===== config.mk =====
export PLATFORM = sky130hd
export DESIGN_NAME = huffman_decoder
export DESIGN_NICKNAME = d
export VERILOG_FILES = /design/src/rtl/huffman_decoder.sv
export SDC_FILE = /design/constraint.sdc
export NUM_CORES = 1
export LEC_CHECK = 0
export BUFFER_PORTS_ARGS = -buffer_cell sky130_fd_sc_hd__buf_2
export CORE_AREA = 10 10 47 49
export CTS_CLUSTER_DIAMETER = 60
export DETAILED_ROUTE_END_ITERATION = 10
export DIE_AREA = 0 0 57 59
export SETUP_SLACK_MARGIN = 0.02
export SLEW_MARGIN = 25
export SYNTH_ARGS = -nofsm -noshare
export SYNTH_HDL_FRONTEND = slang
export SYNTH_SLANG_ARGS = --single-unit

===== constraint.sdc =====
create_clock -name clk -period 1 [get_ports clk]
set_clock_uncertainty 0.2 [all_clocks]
set_input_delay 0.1 -clock clk [delete_from_list [all_inputs] [get_ports clk]]
set_output_delay 0.1 -clock clk [all_outputs]
set_load 0.02 [all_outputs]

===== src/rtl/huffman_decoder.sv =====
// Streaming prefix-code decoder for 4-bit symbols.
// One codeword is decoded from the head of a 10-bit look-ahead window per clock.
module huffman_decoder #(
   parameter int WIN_W = 10,
   parameter int SYM_W = 4,
   parameter int LEN_W = 4
) (
   input  logic             clk,
   input  logic             rst,
   input  logic [WIN_W-1:0] encodedData,
   input  logic             load,
   output logic             ready,
   output logic [SYM_W-1:0] decodedData,
   output logic [LEN_W-1:0] symbolLength
);

   typedef enum logic {FILL, DECODE} state_t;

   state_t           state;
   logic [5:0]       head;
   logic [SYM_W-1:0] sym;
   logic [LEN_W-1:0] len;
   logic             unused;

   assign head   = encodedData[WIN_W-1 -: 6];
   assign unused = ^encodedData[WIN_W-7:0];

   // Canonical codebook: 1 / 00xx / 010xx,01100 / 01101x,0111xx
   always_comb begin
      sym = '0;
      len = LEN_W'(1);
      priority casez (head)
         6'b1?????: begin
            sym = '0;
            len = LEN_W'(1);
         end
         6'b00????: begin
            sym = SYM_W'(head[3:2]) + SYM_W'(1);
            len = LEN_W'(4);
         end
         6'b010???: begin
            sym = SYM_W'(head[2:1]) + SYM_W'(5);
            len = LEN_W'(5);
         end
         6'b01100?: begin
            sym = SYM_W'(9);
            len = LEN_W'(5);
         end
         default: begin
            sym = SYM_W'(head[2:0]) + SYM_W'(8);
            len = LEN_W'(6);
         end
      endcase
   end

   always_ff @(posedge clk or negedge rst) begin
      if (!rst) begin
         state        <= FILL;
         ready        <= 1'b1;
         decodedData  <= '0;
         symbolLength <= LEN_W'(WIN_W);
      end else begin
         case (state)
            FILL: begin
               if (load) begin
                  decodedData  <= sym;
                  symbolLength <= len;
                  state        <= DECODE;
               end
            end
            DECODE: begin
               if (load) begin
                  decodedData  <= sym;
                  symbolLength <= len;
               end
            end
         endcase
      end
   end

endmodule


### Word level (Yosys, flattened, before mapping)

Cells that the tools add are included.

* bits in registers: 8
* bits of input ports: 13
* output and inout port bits: 9
* word-level logic and storage cells: 13

* add/subtract/negate cells: 3
* equal/unequal tests: 2
* mux-type cells: 4
* reductions and logical operators: 2

Operators with widths (count)
* one-hot mux 4 bit (4 select lines): 1
* one-hot mux 3 bit (3 select lines): 1
* 2-to-1 mux 4 bit: 2
* == test 5 x 4 -> 1 bit (second input constant): 1
* adder 2 x 3 -> 4 bit (second input constant): 1
* adder 3 x 4 -> 4 bit (second input constant): 1
* adder 2 x 1 -> 3 bit (second input constant): 1
* == test 3 x 2 -> 1 bit (second input constant): 1
* logical NOT 2 bit: 1
* OR reduction 2 bit: 1

### Depth between registers and ports, before layout

Gate-level depths: netlist (run 1).

* depth after elaboration: 4
* mapped depth: 5

### Worst setup path after synthesis (run 1)

OpenSTA, ideal clock, no wires.

* path type: input to register
* from: input encodedData[5]
* to: register decodedData[1]
* library setup time: 0.096 ns
* arrival: 0.943 ns
* data required time: 0.704 ns
* slack: -0.238 ns
* stages on the path: 5
* cells stage by stage: inv_1 > ha_1 > nand2b_2 > o221a_1 > o32ai_2

* longest elaborated chain between the ends: 3
* elaborated cells on any way between the ends: 5
* those cells by class: add/sub: 2; eq/ne: 1; mux: 2

Ends and longest elaborated chain
* from (decl): RTL line 10 `input logic [WIN_W-1:0] encodedData,`
* adder 3 x 4 -> 4 bit, or another cell as far along: RTL line 50 `sym = SYM_W'(head[2:0]) + SYM_W'(8);`
* one-hot mux 4 bit (4 select lines) *: RTL line 32 `priority casez (head)`
* 2-to-1 mux 4 bit *: RTL line 65, 72
* to (signal assigned): RTL line 66 `decodedData <= sym;`
* to (signal assigned): RTL line 73 `decodedData <= sym;`
* to (decl): RTL line 13 `output logic [SYM_W-1:0] decodedData,`

Mark *: on every way between the ends. The rest lies on a longest branch, timed or not. The select of a mux whose other input is x is not followed.
A chain may end at the register's enable or synchronous reset.

### Worst setup path after layout (run 1)

* from: register symbolLength[3]
* to: output symbolLength[3]

RTL lines
* from (decl): RTL line 14 `output logic [LEN_W-1:0] symbolLength`
* from (signal assigned): RTL line 61 `symbolLength <= LEN_W'(WIN_W);`
* from (signal assigned): RTL line 67 `symbolLength <= len;`
* from (signal assigned): RTL line 74 `symbolLength <= len;`

No word-level cell between the ends.

==> results.cfg, run 1 <==
[outcome]
status = finished with violations
violations = hold timing, setup timing

[layout]
area_growth_pct = 75.1
n_antenna_cell = 0
drive_above_1_share_pct = 62.0
fill_cells = 137
final_nets = 89
layout_commonest_cell = buf_6
fin_util_pct = 55.4
most-common-layout-cells = 9 x buf_6, 7 x buf_4, 6 x dfrtp_1, 6 x buf_2, 4 x inv_1

[die]
coreArea_sq_um = 1400
initial_core_util_pct = 31.6
die_w_microns = 57
dieArea_sq_um = 3360
rows = 14
die_h_microns = 59
io_pins = 22

[cts]
numCtsBuffers = 3
clk_pin_slew_ps = 60
cts.sinks = 8
cts_htree_levels = 1
insertion_delay_ps = 250
tritoncts = done
cts_buffer_depth = 2
ctsHoldBuffers = 1
root_buffer = clkbuf_4

[yosys]
ys_types = 22
ys_seq_elements = 8
synth_area_sq_um = 443
syn_inst = 46
ys_seq_area_share_pct = 45.8
yosysWarnings = 1
synth_nets = 62
syn_avg_cell_area_sq_um = 9.63

[route]
ant_nets = 0
drc = 0
dr_total_vias = 413
drtPass1Iterations = 1
wire_per_inst_microns = 13.7
drt-total-wl_mm = 1.20
drt_iter0_markers = 0
avgViaCountPerCell = 4.75

[global_routing]
track_usage_pct = 7.50
antenna_found_initial = 0
grt_max_degree = 11
grt_first_pass_wirelength_mm = 2.01
grt_overflow = 0
grt_pass1_vias = 479

[setup_path]
slowest_stage = dfstp_2
max_stage_delay_ps = 530
required_ps = 700
crit_buf_inv = 1
critPathMaxFanout = 2
crit_arrival_ps = 890
worst-setup-path-type = reg2out
cp_top_family = flip-flops
cp-end-kind = output pin
startpoint_type = flop
cp_cell_sequence = buf_6

[timing]
finalCritPeriodShare_pct = 119
setup_viol = 8
fin_ws_ps = -194
fin_crit_ps = 1190
fmax_mhz = 838
rsz0062_at_grt = true
final_hold_viol_count = 2
hold_slack_ps = -27.3
slew_viol_final = 0

[placed_design]
place_ws_ps = -340
io_buffer_count = 16
globalplace.congestion = 0.699
post-dp-hpwl_microns = 900

[job]
maxCapViolCount = 0

[power]
p_per_area_nw_per_um2 = 1160
leakagePower_nw = 0.358
ir_drop_uv = 527

[worst_hold_path]
hold_path_class = in2reg
## stage by stage
stage	setup TNS, ps	total power, W	hold WS (ps)	cells	area [sq um]
after global placement	-1280	0.000577	-250	80	616
after detailed placement	-1380	0.000583	-246	80	616
after floorplan	-97.3	0.000492	-396	46	494
after CTS	-907	0.000895	-50.5	87	741
final	-832	0.000900	-27.3	87	776
after global routing	-1100	0.000959	-19.2	87	776
## power breakdown
group	internal [W]	leakage (nW)	total [W]	switching [W]
registers	0.000350	0.0956	0.000369	0.0000181
logic	0.000152	0.248	0.000288	0.000136
clock network	0.000137	0.0138	0.000243	0.000106
total	0.000639	0.358	0.000900	0.000261
## metal layers
metal	up-vias	GRT usage, %	wire length (microns)
met5	-	0	0
met4	0	7.05	25
met3	2	2.15	55
met2	11	12.4	644
met1	194	7.42	470
li1	206	-	-
## path summary, 6_finish.rpt
check	from	to	slack (ps)	cells past startpoint
worst min register to register	symbolLength[1]$_DFFE_PN1P_	symbolLength[1]$_DFFE_PN1P_	270	2
worst max-delay path	symbolLength[3]$_DFFE_PN1P_	symbolLength[3]	-190	1
worst max register to register	decodedData[2]$_DFFE_PN0P_	decodedData[2]$_DFFE_PN0P_	40	3
max in group asynchronous	rst	symbolLength[1]$_DFFE_PN1P_	330	2
worst min-delay path	load	symbolLength[3]$_DFFE_PN1P_	-30	3
min in group asynchronous	rst	decodedData[1]$_DFFE_PN0P_	30	2
## synthesized netlist by cell type (all sizes together)
cell type	instances	area share, %
nand2	1	0.85
nand4b	1	2.0
ha	3	8.5
dfrtp	6	34
o22ai	2	2.8
dfstp	2	12
nand2b	2	3.4
nor2b	1	1.4
and2b	1	2.0
a21oi	3	3.4
nor2	3	2.5
nor3b	1	1.7
clkbuf	1	0.85
inv	9	7.6
o221a	1	2.5
o32ai	3	7.6
buf	2	2.8
conb	1	0.85
o21ai	3	3.4
## kinds of logic after synthesis
logic type / Yosys count / share of synthesized area [%]
fa+ha+maj: 3 / 8.48
other cells: 1 / 0.847
compound gates: 12 / 19.8
simple gates: 10 / 13.8
flops: 8 / 45.8
buf+inv: 12 / 11.3
## flip-flops by register name, indices dropped and copies added, names as in the netlist
register	flops
decodedData	4
symbolLength	4
## timing repair
item,in CTS,in global routing
resized for setup,22,9
buffers inserted,3,0
pin swaps,0,1
cloned,0,0
setup endpoints to repair,11,13
endpoints found under the hold margin,11,2
## cell type report
type / count / area [sq um] / share of cell area [%]
sequential: 8 / 203 / 26.1
multi-input combinational: 26 / 238 / 30.6
tap: 16 / 20.0 / 2.58
clock buffer: 3 / 22.5 / 2.90
inverter: 9 / 58.8 / 7.58
timing repair buffer: 25 / 234 / 30.2
No activity file was read; power rests on OpenSTA's default activity.
==> run 2: changes to the inputs <==
==> constraint.sdc (replaced) <==
create_clock -name clk -period 1 [get_ports clk]
set_clock_uncertainty 0.2 [all_clocks]
set_input_delay 0.3 -clock clk [delete_from_list [all_inputs] [get_ports clk]]
set_output_delay 0.3 -clock clk [all_outputs]
set_load 0.02 [all_outputs]
==> results.cfg, run 2 (synthesized netlist as in run 1, its figures left out) <==
[outcome]
status = finished with violations
violations = setup timing

[die]
coreArea_sq_um = 1400
io_pins = 22
dieArea_sq_um = 3360
die_h_microns = 59
die_w_microns = 57
rows = 14
initial_core_util_pct = 31.6

[layout]
final_nets = 95
n_antenna_cell = 0
regArea_sq_um = 203
area_growth_pct = 94.6
fill_cells = 128
design_area_sq_um = 862
largestRegisters = decodedData x4, symbolLength x4
drive_above_1_share_pct = 67.9
most-common-layout-cells = 11 x buf_6, 11 x buf_4, 6 x dfrtp_1, 6 x buf_2, 4 x inv_1
multiInputGateArea_sq_um = 268

[placed_design]
post-dp-hpwl_microns = 891
globalplace.congestion = 0.683
place_area_sq_um = 646
io_buffer_count = 16

[setup_path]
startpoint_type = flop
r2r_cells = 4
worst-setup-path-type = reg2out
crit_path_end = symbolLength[1]
cp-end-kind = output pin
max_stage_delay_ps = 530
reg2reg_setup_slack_ps = -90
cp.depth = 1
slowest_stage = dfstp_2
timing.rr.end = decodedData[1]$_DFFE_PN0P_
required_ps = 500
critPathMaxFanout = 2
r2r-start = decodedData[1]$_DFFE_PN0P_
crit_buf_inv = 1
startpoint = symbolLength[1]$_DFFE_PN1P_
cp_top_family = flip-flops
cp_cell_sequence = buf_6
crit_arrival_ps = 890

[global_routing]
grt_overflow = 0
antenna_found_initial = 0
grt_pass1_vias = 505
grt_max_degree = 11
grt_first_pass_wirelength_mm = 2.22
track_usage_pct = 8.34

[worst_hold_path]
hold_path_class = in2reg
holdPathStages = 3

[route]
drtPass1Iterations = 4
drt-total-wl_mm = 1.28
ant_nets = 0
drt_iter0_markers = 5
wire_per_inst_microns = 13.6
dr_total_vias = 443
drc = 0
avgViaCountPerCell = 4.71

[power]
leakagePower_nw = 0.394
power_w = 0.000973
p_per_area_nw_per_um2 = 1130
ir_drop_uv = 685

[job]
maxCapViolCount = 0

[cts]
tritoncts = done
insertion_delay_ps = 250
clk_pin_slew_ps = 60
numCtsBuffers = 3
root_buffer = clkbuf_4
cts_htree_levels = 1
cts.sinks = 8
cts_buffer_depth = 2

[timing]
fin_ws_ps = -395
fmax_mhz = 717
setup_viol = 12
fin_crit_ps = 1390
slew_viol_final = 0
rsz0062_at_grt = true
final_hold_viol_count = 0
finalCritPeriodShare_pct = 139
-- run 2: cell count changes in the layout (fill, tap and decap cells not counted), sizes merged --
| cell | delta |
|---|---|
| clkbuf | +1 |
| buf | +6 |
-- run 2: metrics by stage --
| step | setup WS (ps) | TNS [ps] | std cells | hold slack, ps | util (%) |
|---|---|---|---|---|---|
| global placement | -529 | -3000 | 84 | -48.9 | 46.1 |
| finish | -395 | -2860 | 94 | 185 | 61.5 |
| detailed placement | -539 | -3090 | 84 | -43.1 | 46.1 |
| floorplan | -297 | -1010 | 46 | -196 | - |
| CTS | -410 | -2990 | 91 | 156 | 57.7 |
| global route | -435 | -3260 | 94 | 204 | 61.5 |
-- run 2: worst min-delay path by stage --
stage / from / endpoint / slack, ps
4_1_cts: load / symbolLength[3]$_DFFE_PN1P_ / 160
5_1_grt: load / symbolLength[3]$_DFFE_PN1P_ / 200
3_5_place_dp: rst / decodedData[3]$_DFFE_PN0P_ / -40
2_1_floorplan: rst / decodedData[0]$_DFFE_PN0P_ / -200
3_3_place_gp: rst / decodedData[3]$_DFFE_PN0P_ / -50
6_report: load / symbolLength[3]$_DFFE_PN1P_ / 190
-- run 2: final cells by class --
cell class                 instances  share of cell area, %
clock buffer                       4                   3.05
inverter                           9                   6.82
multi-input combinational         26                   31.1
sequential                         8                   23.5
tap                               16                   2.32
timing repair buffer              31                   33.2
-- run 2: repair_timing --
item                       CTS  global route
resized for setup           31             7
hold endpoints to repair     8             0
pin swaps                    5             4
gates cloned                 0             0
setup buffers                4             3
hold buffers                 1             0
setup endpoints to repair   14            14
-- run 2: layer usage --
layer,global-route usage (%),routed length (microns),vias to the layer above
li1,-,-,220
met1,8.31,517,205
met2,14.1,646,16
met3,3.00,90,2
met4,6.04,23,0
met5,0,0,-
-- run 2: power breakdown --
| group | internal [W] | switching [W] | total, W |
|---|---|---|---|
| combinational | 0.000184 | 0.000150 | 0.000335 |
| clock | 0.000153 | 0.000118 | 0.000271 |
| sequential | 0.000350 | 0.0000178 | 0.000368 |
-- run 2: worst min-delay path, cell delays in order --
cell and delay, ps:
buf_2 90, buf_4 180, nor2b_1 60
